<file path="src/rtl/csr_pkg.sv">
// Purpose: shared types and constants for the CSR access arbiter slice.
// Latency: n/a (types, address map and inhibit bit positions only).
// Backpressure: n/a.
package csr_pkg;

    // Core-side CSR instruction operation; 0 never encodes a legal access.
    typedef enum logic [1:0] {
        OP_ILL = 2'd0,
        OP_RW  = 2'd1,
        OP_RS  = 2'd2,
        OP_RC  = 2'd3
    } csr_op_e;

    typedef enum logic [1:0] {
        IDLE = 2'd0,
        BUSY = 2'd1,
        RESP = 2'd2
    } arb_state_e;

    // User-level read-only counter views
    localparam logic [11:0] CSR_CYCLE         = 12'hC00;
    localparam logic [11:0] CSR_CYCLEH        = 12'hC80;
    localparam logic [11:0] CSR_INSTRET       = 12'hC02;
    localparam logic [11:0] CSR_INSTRETH      = 12'hC82;
    // Machine-level writable counter views
    localparam logic [11:0] CSR_MCYCLE        = 12'hB00;
    localparam logic [11:0] CSR_MCYCLEH       = 12'hB80;
    localparam logic [11:0] CSR_MINSTRET      = 12'hB02;
    localparam logic [11:0] CSR_MINSTRETH     = 12'hB82;
    localparam logic [11:0] CSR_MCOUNTINHIBIT = 12'h320;

    // Implemented mcountinhibit bits
    localparam int INH_CY = 0;
    localparam int INH_IR = 2;

endpackage

</file>
<file path="src/rtl/csr_counter64.sv">
// Purpose: 64-bit free-running counter with independently writable 32-bit halves.
// Latency: increment or write visible one cycle after the qualifying edge.
// Backpressure: none; a write to either half drops that cycle's increment.
//
// Ports: clk, rst (async active-low), inc (count request), inhibit (freeze),
//        wr_lo/wr_hi (load wdata into the low/high half), value (current count).
module csr_counter64 (
    input  logic        clk,
    input  logic        rst,
    input  logic        inc,
    input  logic        inhibit,
    input  logic        wr_lo,
    input  logic        wr_hi,
    input  logic [31:0] wdata,
    output logic [63:0] value
);

    logic [63:0] value_inc;

    // Full 64-bit add so the lo->hi carry can never be dropped.
    assign value_inc = value + 64'd1;

    always_ff @(posedge clk or negedge rst) begin
        if (!rst) begin
            value <= '0;
        end else if (wr_lo || wr_hi) begin
            // Software write wins; the untouched half holds and takes no carry.
            if (wr_lo) value[31:0]  <= wdata;
            if (wr_hi) value[63:32] <= wdata;
        end else if (inc && !inhibit) begin
            value <= value_inc;
        end
    end

endmodule

</file>
<file path="src/rtl/csr_access_arbiter.sv">
// Purpose: owns cycle/instret/mcountinhibit and serves core + debug CSR ports.
// Latency: grant 1 cycle after req is sampled in IDLE, response 2 cycles; 1 access / 3 cycles.
// Backpressure: requester holds req until gnt; a port not granted simply waits in IDLE.
//
// Ports: clk, rst (async active-low);
//        core_req/op/addr/wdata/flush -> core_gnt/rvalid/rdata/err;
//        dbg_req/we/addr/wdata        -> dbg_gnt/rvalid/rdata/err;
//        retire (one instruction retired this cycle).
module csr_access_arbiter
    import csr_pkg::*;
#(
    parameter bit RR_EN = 1'b1
) (
    input  logic        clk,
    input  logic        rst,
    input  logic        core_req,
    input  logic [1:0]  core_op,
    input  logic [11:0] core_addr,
    input  logic [31:0] core_wdata,
    input  logic        core_flush,
    output logic        core_gnt,
    output logic        core_rvalid,
    output logic [31:0] core_rdata,
    output logic        core_err,
    input  logic        dbg_req,
    input  logic        dbg_we,
    input  logic [11:0] dbg_addr,
    input  logic [31:0] dbg_wdata,
    output logic        dbg_gnt,
    output logic        dbg_rvalid,
    output logic [31:0] dbg_rdata,
    output logic        dbg_err,
    input  logic        retire
);

    arb_state_e  state;
    logic        own_dbg;
    logic        last_dbg;
    csr_op_e     op_q;
    logic        we_q;
    logic [11:0] addr_q;
    logic [31:0] wdata_q;

    logic        inh_cy;
    logic        inh_ir;
    logic [63:0] cycle_val;
    logic [63:0] instret_val;

    logic        pick_dbg;
    logic        mapped;
    logic [31:0] old_val;
    logic [31:0] new_val;
    logic        wants_write;
    logic        acc_err;
    logic        core_abort;
    logic        do_write;
    logic        wr_cy_lo, wr_cy_hi, wr_ir_lo, wr_ir_hi, wr_inh;

    // Debug wins when alone, or on a tie when round-robin says core went last.
    assign pick_dbg = dbg_req && (!core_req || (RR_EN && !last_dbg));

    // Read decode on the latched address; counter halves are shared by both views.
    always_comb begin
        old_val = '0;
        mapped  = 1'b1;
        case (addr_q)
            CSR_CYCLE,    CSR_MCYCLE:    old_val = cycle_val[31:0];
            CSR_CYCLEH,   CSR_MCYCLEH:   old_val = cycle_val[63:32];
            CSR_INSTRET,  CSR_MINSTRET:  old_val = instret_val[31:0];
            CSR_INSTRETH, CSR_MINSTRETH: old_val = instret_val[63:32];
            CSR_MCOUNTINHIBIT:           old_val = {29'b0, inh_ir, 1'b0, inh_cy};
            default:                     mapped  = 1'b0;
        endcase
    end

    // RS/RC with a zero mask are pure reads, so they are legal on read-only CSRs.
    assign wants_write = own_dbg ? we_q
                                 : ((op_q == OP_RW) ||
                                    (((op_q == OP_RS) || (op_q == OP_RC)) && (wdata_q != '0)));

    assign acc_err = !mapped
                  || (wants_write && (addr_q[11:10] == 2'b11))
                  || (!own_dbg && (op_q == OP_ILL));

    assign core_abort = !own_dbg && core_flush;
    assign do_write   = (state == BUSY) && wants_write && !acc_err && !core_abort;

    always_comb begin
        new_val = wdata_q;
        if (!own_dbg) begin
            case (op_q)
                OP_RS:   new_val = old_val | wdata_q;
                OP_RC:   new_val = old_val & ~wdata_q;
                default: new_val = wdata_q;
            endcase
        end
    end

    assign wr_cy_lo = do_write && (addr_q == CSR_MCYCLE);
    assign wr_cy_hi = do_write && (addr_q == CSR_MCYCLEH);
    assign wr_ir_lo = do_write && (addr_q == CSR_MINSTRET);
    assign wr_ir_hi = do_write && (addr_q == CSR_MINSTRETH);
    assign wr_inh   = do_write && (addr_q == CSR_MCOUNTINHIBIT);

    csr_counter64 u_cycle (
        .clk     (clk),
        .rst     (rst),
        .inc     (1'b1),
        .inhibit (inh_cy),
        .wr_lo   (wr_cy_lo),
        .wr_hi   (wr_cy_hi),
        .wdata   (new_val),
        .value   (cycle_val)
    );

    // A flushed instruction never counts as retired.
    csr_counter64 u_instret (
        .clk     (clk),
        .rst     (rst),
        .inc     (retire && !core_flush),
        .inhibit (inh_ir),
        .wr_lo   (wr_ir_lo),
        .wr_hi   (wr_ir_hi),
        .wdata   (new_val),
        .value   (instret_val)
    );

    always_ff @(posedge clk or negedge rst) begin
        if (!rst) begin
            inh_cy <= 1'b0;
            inh_ir <= 1'b0;
        end else if (wr_inh) begin
            inh_cy <= new_val[INH_CY];
            inh_ir <= new_val[INH_IR];
        end
    end

    always_ff @(posedge clk or negedge rst) begin
        if (!rst) begin
            state       <= IDLE;
            own_dbg     <= 1'b0;
            last_dbg    <= 1'b1;   // core wins the first tie
            op_q        <= OP_ILL;
            we_q        <= 1'b0;
            addr_q      <= '0;
            wdata_q     <= '0;
            core_gnt    <= 1'b0;
            core_rvalid <= 1'b0;
            core_rdata  <= '0;
            core_err    <= 1'b0;
            dbg_gnt     <= 1'b0;
            dbg_rvalid  <= 1'b0;
            dbg_rdata   <= '0;
            dbg_err     <= 1'b0;
        end else begin
            core_gnt    <= 1'b0;
            dbg_gnt     <= 1'b0;
            core_rvalid <= 1'b0;
            dbg_rvalid  <= 1'b0;
            case (state)
                IDLE: begin
                    if (core_req || dbg_req) begin
                        state    <= BUSY;
                        own_dbg  <= pick_dbg;
                        last_dbg <= pick_dbg;
                        op_q     <= csr_op_e'(core_op);
                        we_q     <= dbg_we;
                        addr_q   <= pick_dbg ? dbg_addr  : core_addr;
                        wdata_q  <= pick_dbg ? dbg_wdata : core_wdata;
                        if (pick_dbg) dbg_gnt  <= 1'b1;
                        else          core_gnt <= 1'b1;
                    end
                end
                BUSY: begin
                    state <= RESP;
                    if (own_dbg) begin
                        dbg_rvalid <= 1'b1;
                        dbg_rdata  <= acc_err ? '0 : old_val;
                        dbg_err    <= acc_err;
                    end else if (!core_flush) begin
                        // A flushed core access passes through RESP silently.
                        core_rvalid <= 1'b1;
                        core_rdata  <= acc_err ? '0 : old_val;
                        core_err    <= acc_err;
                    end
                end
                RESP: begin
                    state <= IDLE;
                end
                default: begin
                    state <= IDLE;
                end
            endcase
        end
    end

endmodule

</file>
<file path="config.mk">
export PLATFORM = sky130hd
export DESIGN_NAME = csr_access_arbiter
export DESIGN_NICKNAME = d
export VERILOG_FILES = /design/src/rtl/csr_pkg.sv /design/src/rtl/csr_counter64.sv /design/src/rtl/csr_access_arbiter.sv
export SDC_FILE = /design/constraint.sdc
export NUM_CORES = 1
export LEC_CHECK = 0
export CORE_MARGIN = 5
export CORE_UTILIZATION = 37
export CTS_CLUSTER_SIZE = 14
export DETAILED_ROUTE_END_ITERATION = 10
export PLACE_DENSITY = 0.67
export SYNTH_ARGS = -nofsm -noshare
export SYNTH_HDL_FRONTEND = slang
export SYNTH_SLANG_ARGS = --single-unit
export TNS_END_PERCENT = 50
</file>
<file path="constraint.sdc">
create_clock -name clk -period 2.6 [get_ports clk]
set_clock_uncertainty 0.15 [all_clocks]
set_input_delay 0.52 -clock clk [delete_from_list [all_inputs] [get_ports clk]]
set_output_delay 0.52 -clock clk [all_outputs]
set_load 0.03 [all_outputs]
</file>
Word level (Yosys, flattened, before mapping)
Index checks and enable logic that the tools add are counted.
Cells by class
  bitwise operators: 5
  eq/ne operators: 20
  reduce and logical (&&, ||, !) cells: 47
  add/sub/neg operators: 2
  multiplexer cells: 29
Operators by type and width (number)
  two-way mux 64 bit: 4
  two-way mux 32 bit: 7
  case mux 32 bit (5 select lines): 1
  adder 64 x 1 -> 64 bit, second input constant: 2
  == test 12 bit, second input constant: 8
  case mux 32 bit (2 select lines): 1
  AND 32 bit: 1
  inverter 32 bit: 1
  OR 32 bit: 1
  nonzero test 32 bit: 1
  logical AND 1 bit: 15
  two-way mux 1 bit: 13
  == test 12 x 10 -> 1 bit, second input constant: 1
  two-way mux 12 bit: 1
  AND reduction 2 bit: 6
  inequality test 2 x 1 -> 1 bit, second input constant: 5
  OR reduction 9 bit: 1
  logical NOT 1 bit: 8
  logical OR 1 bit: 8
  OR reduction 2 bit: 4
  == test 2 bit, second input constant: 3
  == test 2 x 1 -> 1 bit, second input constant: 2
  logical NOT 2 bit: 2
  case mux 2 bit (2 select lines): 1
  other kinds (5): 6
Word-level totals
  word-level logic and storage cells: 124
  input bits: 97
  output and inout bits: 70
  bits in registers: 251

Logic depth before layout (Yosys ltp)
  depth after elaboration: 15
  gate-level depth with buffers: 10
  gate-level depth less buffers: 7

Hierarchy
A second synthesis with hierarchy kept.
Unflattened totals
  cells, all modules: 1676
  area total of the unflattened synthesis: 14747.9 um^2
Modules (own cells, without submodules)
  csr_counter64: cells each 520, seq. area each 1601.5 um^2, instances 2, area an instance 4242.8 um^2
  csr_access_arbiter: cells each 636, seq. area each 3079.2 um^2, instances 1, area an instance 6262.3 um^2

Worst setup path before layout
Ideal clock, no wire load.
  path kind: register to register
  from: register addr_q[5]
  to: register u_instret.value[43]
  path slack: -0.262 ns
  library setup time: 0.130 ns
  path buffers: 2
  stages on the path, launching flop included: 9
  data arrival time: 2.582 ns
  data required time: 2.320 ns
  clock period less this slack: 2.862 ns
  cells stage by stage: dfrtp_1 -> or4b_1 -> or4_1 -> clkbuf_1 -> nor4_2 -> nand2_1 -> nand2_1 -> buf_2 -> a21oi_1
Between the ends
  cells in the longest elaborated chain, start to end: 13
  elaborated cells on any way between the ends: 34
  classes of those cells: 10 x eq/ne; 6 x mux; 2 x bitwise; 16 x reduce/logical
RTL lines
  start, declared: RTL line csr_access_arbiter.sv:41  | logic [11:0] addr_q;
  start signal, assigned: RTL line csr_access_arbiter.sv:168  | addr_q <= pick_dbg ? dbg_addr : core_addr;
  == test 12 bit, or another cell as far along: RTL line csr_access_arbiter.sv:66  | case (addr_q)
  OR reduction 9 bit (no line)
  two-way mux 1 bit: RTL line csr_access_arbiter.sv:66
  logical NOT 1 bit: RTL line csr_access_arbiter.sv:81  | assign acc_err = !mapped
  logical OR 1 bit: RTL line csr_access_arbiter.sv:82  | || (wants_write && (addr_q[11:10] == 2'b11))
  logical OR 1 bit: RTL line csr_access_arbiter.sv:83  | || (!own_dbg && (op_q == OP_ILL));
  logical NOT 1 bit: RTL line csr_access_arbiter.sv:86  | assign do_write = (state == BUSY) && wants_write && !acc_err && !core_abort;
  logical AND 1 bit (2 in a row): RTL line csr_access_arbiter.sv:86
  logical AND 1 bit, on equally long branches: RTL line csr_access_arbiter.sv:101, csr_access_arbiter.sv:102
  logical OR 1 bit: RTL line csr_counter64.sv:26  | end else if (wr_lo || wr_hi) begin
  inequality test 2 x 1 -> 1 bit (no line) or nonzero test 2 bit (tied branches)
  AND reduction 2 bit (no line)
  end signal, assigned: RTL line csr_counter64.sv:29  | if (wr_hi) value[63:32] <= wdata;
  end signal, assigned: RTL line csr_counter64.sv:31  | value <= value_inc;
  end, declared: RTL line csr_counter64.sv:15  | output logic [63:0] value
Parallel ways exist; a longest one is shown, timed or not. The select of a mux whose other input is x is not followed.
A chain may end at the register's enable or synchronous reset.

Final worst setup path
  from: register wdata_q[28]
  to: register u_instret.value[31]
Between the ends
  cells in the longest elaborated chain, start to end: 14
  elaborated cells on any way between the ends: 18
  classes of those cells: 1 x eq/ne; 2 x mux; 15 x reduce/logical
RTL lines
  start, declared: RTL line csr_access_arbiter.sv:42  | logic [31:0] wdata_q;
  start signal, assigned: RTL line csr_access_arbiter.sv:169  | wdata_q <= pick_dbg ? dbg_wdata : core_wdata;
  nonzero test 32 bit *: RTL line csr_access_arbiter.sv:79  | (((op_q == OP_RS) || (op_q == OP_RC)) && (wdata_q != '0)));
  logical AND 1 bit *: RTL line csr_access_arbiter.sv:79
  logical OR 1 bit *: RTL line csr_access_arbiter.sv:78  | : ((op_q == OP_RW) ||
  two-way mux 1 bit *: RTL line csr_access_arbiter.sv:77  | assign wants_write = own_dbg ? we_q
  logical AND 1 bit: RTL line csr_access_arbiter.sv:82
  logical OR 1 bit: RTL line csr_access_arbiter.sv:82
  logical OR 1 bit: RTL line csr_access_arbiter.sv:83
  logical NOT 1 bit: RTL line csr_access_arbiter.sv:86
  logical AND 1 bit * (2 in a row): RTL line csr_access_arbiter.sv:86
  logical AND 1 bit, on equally long branches: RTL line csr_access_arbiter.sv:101, csr_access_arbiter.sv:102
  logical OR 1 bit: RTL line csr_counter64.sv:26
  inequality test 2 x 1 -> 1 bit (no line) or nonzero test 2 bit (tied branches)
  AND reduction 2 bit (no line)
  end signal, assigned: RTL line csr_counter64.sv:28  | if (wr_lo) value[31:0] <= wdata;
  end signal, assigned: RTL line csr_counter64.sv:31
Every way passes the cells marked *; elsewhere a longest branch is shown, timed or not.

==> flow_summary.json <==
{
  "outcome": "finished with violations",
  "violations": "negative setup slack",
  "cp.arrival_ns": 3.25,
  "setup_slack_ns": -0.334,
  "use_met3_pct": 8.08,
  "ios": 167,
  "synth_area_leaders": "dfrtp_1 (42%), nand2_1 (6.5%), mux2i_1 (4.4%)",
  "crit_required_ns": 2.92,
  "root_buffer": "clkbuf_16",
  "drive_gt1_share_pct": 34.9,
  "crit_path_end_kind": "register",
  "busiest_layer": "met2",
  "fillCellCount": 3400,
  "ys_seq_area_share_pct": 41.7,
  "finalWirelength_um": 78300,
  "clk_pin_slew_ns": 0.07,
  "num_vias": 18201,
  "first_pass_iters": 6,
  "critPathMaxFanout": 8,
  "drc": 0,
  "wl_per_cell_um": 27.3,
  "yosysTopAreaCell": "dfrtp_1",
  "die_w_um": 212,
  "yosysMostFrequentCell": "nand2_1",
  "slew_viol_final": 0,
  "grtUsageMet1_pct": 42.2,
  "clk_latency_ns": 0.61,
  "vdd_drop_max_mv": 0.498,
  "row_count": 73,
  "track_usage_pct": 32.8,
  "gp_congestion": 1.09,
  "cts_buffer_depth": 3,
  "pre_cts_ws_ns": -0.815,
  "startpoint_type": "register",
  "antenna_found_initial": 3,
  "relSlewSlack_pct": 52.4,
  "setup_viol": 129,
  "maxCapViolations": 0,
  "hpwl_um": 56400,
  "pwr-share-comb_pct": 44.9,
  "hp-class": "input pin to register",
  "synth_area_mm2": 0.0150,
  "initial_core_util_pct": 37.6,
  "grt_pass1_vias": 17632,
  "grt_pass1_wl_um": 112000,
  "port_buffers": 166,
  "async_flop_share_pct": 100,
  "die_area_mm2": 0.0448,
  "htreeDepth": 1,
  "seqPwrFrac_pct": 28.3,
  "syn_inst": 1700,
  "numCtsBuffers": 30,
  "cts.sinks": 251,
  "critPathKind": "register to register",
  "yosys_register_bits": 251,
  "grt_max_degree": 72,
  "power_density_mw_per_mm2": 741,
  "synth_fp_nets": 1799,
  "cts_tree": "built",
  "fmax_ghz": 0.341,
  "drtIter0Drc": 2159,
  "avgSynthCellArea_um2": 8.85,
  "grt-ovfl-total": 0,
  "tightest_slew_ns": 0.713,
  "cellLeakagePower_nw": 10.3,
  "fin_area_mm2": 0.0242,
  "core_mm2": 0.0400,
  "syn_to_final_growth_pct": 60.8,
  "finalCriticalPeriod_ns": 2.93,
  "final_nets": 2413,
  "clkPwrFrac_pct": 26.9,
  "rsz0062_at_grt": "yes",
  "synth.distinct_cells": 80,
  "hold_violations": 0,
  "postPlaceCellArea_mm2": 0.0207,
  "total_power_mw": 17.9,
  "synth_commonest_cells": "nand2_1 (262), dfrtp_1 (250), nor2_1 (97), clkbuf_1 (95), a21oi_1 (83)",
  "synth_top_area_share_pct": 41.6,
  "yosysWarnings": 0,
  "synth_edf_count": 0,
  "internal-power_mw": 10.8,
  "min_period_over_period_pct": 113,
  "grt_util_met2_pct": 51.6,
  "via_per_inst": 6.36,
  "swShare_pct": 39.9,
  "p_sw_mw": 7.16,
  "die_height_um": 212,
  "ant_nets": 0,
  "synth-main-ff-cell": "dfrtp_1"
}
[logic make-up (layout without fill, tap and decap cells)]
group                      Yosys count  count (layout)  synth area share (%)
AOI/OAI and AO/OA                  526             526                  25.7
adders and majority gates            2               2                 0.166
buffers and inverters              147             785                  3.78
DFF                                251             251                  41.7
muxes                               84              84                  5.96
other                                0               1                     0
and+or+nand+nor                    690             690                  22.6
[worst paths after layout]
kind / start / end / slack (ns) / cells after the start
worst max register to register: wdata_q[28] / u_instret.value[31] / -0.33 / 10
max in group asynchronous: rst / u_instret.value[17] / 1.20 / 3
worst min register to register: dbg_rdata[25] / dbg_rdata[25] / 0.32 / 2
worst max-delay path: wdata_q[28] / u_instret.value[31] / -0.33 / 10
min in group asynchronous: rst / core_err / 0.35 / 2
worst min-delay path: dbg_wdata[2] / wdata_q[2] / 0.29 / 3
[state kept, by name (all words and copies together), names as in the netlist]
register,cells
addr_q,12
core_gnt,1
core_rdata,32
u_instret.value,64
we_q,1
own_dbg,1
core_rvalid,1
dbg_rvalid,1
state,2
dbg_err,1
last_dbg,1
u_cycle.value,64
core_err,1
wdata_q,32
dbg_gnt,1
inh_cy,1
dbg_rdata,32
op_q,2
inh_ir,1
[placed cells by master (no fill, tap or decap), types with 12 or more instances in the layout]
cell type | synthesis | layout
nor2_1 | 97 | 91
nand4_1 | 44 | 44
clkdlybuf4s50_1 | 0 | 165
and4_1 | 15 | 15
buf_12 | 0 | 36
and3_1 | 44 | 41
a22oi_1 | 43 | 43
nand2_1 | 262 | 256
a21oi_1 | 83 | 49
mux2i_1 | 66 | 66
o22ai_1 | 24 | 24
nand3_1 | 72 | 62
dfrtp_1 | 250 | 249
a21oi_2 | 1 | 28
o31a_1 | 21 | 18
a221oi_1 | 32 | 18
a211oi_2 | 0 | 33
nor4_1 | 30 | 20
nor3_1 | 58 | 47
a221oi_2 | 0 | 14
o21ai_0 | 34 | 26
a211oi_1 | 67 | 30
o22a_1 | 17 | 17
buf_6 | 0 | 51
and2_1 | 12 | 12
inv_1 | 32 | 32
buf_4 | 0 | 427
o31ai_1 | 72 | 64
clkbuf_16 | 0 | 32
[power by group through the flow]
stage | clock network [mW] | logic [mW] | registers [mW]
after floorplan | 0 | 3.04 | 5.09
after global placement | 0 | 7.25 | 5.05
after CTS | 4.85 | 7.49 | 5.03
after detailed placement | 0 | 7.31 | 5.06
final | 4.82 | 8.04 | 5.06
after global routing | 5.02 | 8.32 | 5.13
[layer usage]
metal,routed length [um],vias up
li1,-,7802
met1,29700,8938
met2,35100,1140
met3,8150,315
met4,5230,6
met5,46,-
[critical path: stages (launching register included)]
cell and delay, ns:
dfrtp_1 0.41, nor4_4 0.33, buf_4 0.17, nand4_1 0.11, or4_4 0.57, buf_12 0.18, buf_12 0.15, buf_12 0.15
a211oi_4 0.36, buf_4 0.18, a211oi_1 0.04
[timing repair]
item | 4_1_cts | 5_1_grt
pin swaps | 24 | 52
endpoints found under the setup margin | 173 | 195
endpoints found under the hold margin | 64 | 0
setup buffers | 24 | 42
hold buffers | 1 | 0
gates resized for setup | 135 | 209
cloned | 5 | 4
[final cells by class]
class / instances / area [um^2] / area share, %
Multi-Input combinational cell: 1302 / 9520 / 39.3
Timing Repair Buffer: 697 / 6500 / 26.9
Sequential cell: 251 / 6290 / 26.0
Clock buffer: 35 / 800 / 3.30
Tap cell: 525 / 657 / 2.71
Clock inverter: 21 / 322 / 1.33
Inverter: 32 / 120 / 0.496
Antenna cell: 1 / 2.50 / 0.0103
[stage by stage]
step / hold slack (ns) / setup TNS [ns] / utilization [%] / instances
floorplan: 0.0744 / -18.10 / - / 1700
global placement: 0.310 / -83.67 / 51.8 / 2732
detailed placement: 0.315 / -90.08 / 51.8 / 2732
CTS: 0.278 / -19.72 / 57.0 / 2818
global route: 0.286 / -46.31 / 60.5 / 2863
finish: 0.288 / -27.29 / 60.5 / 2864
Power figures use the tool's default switching activity.
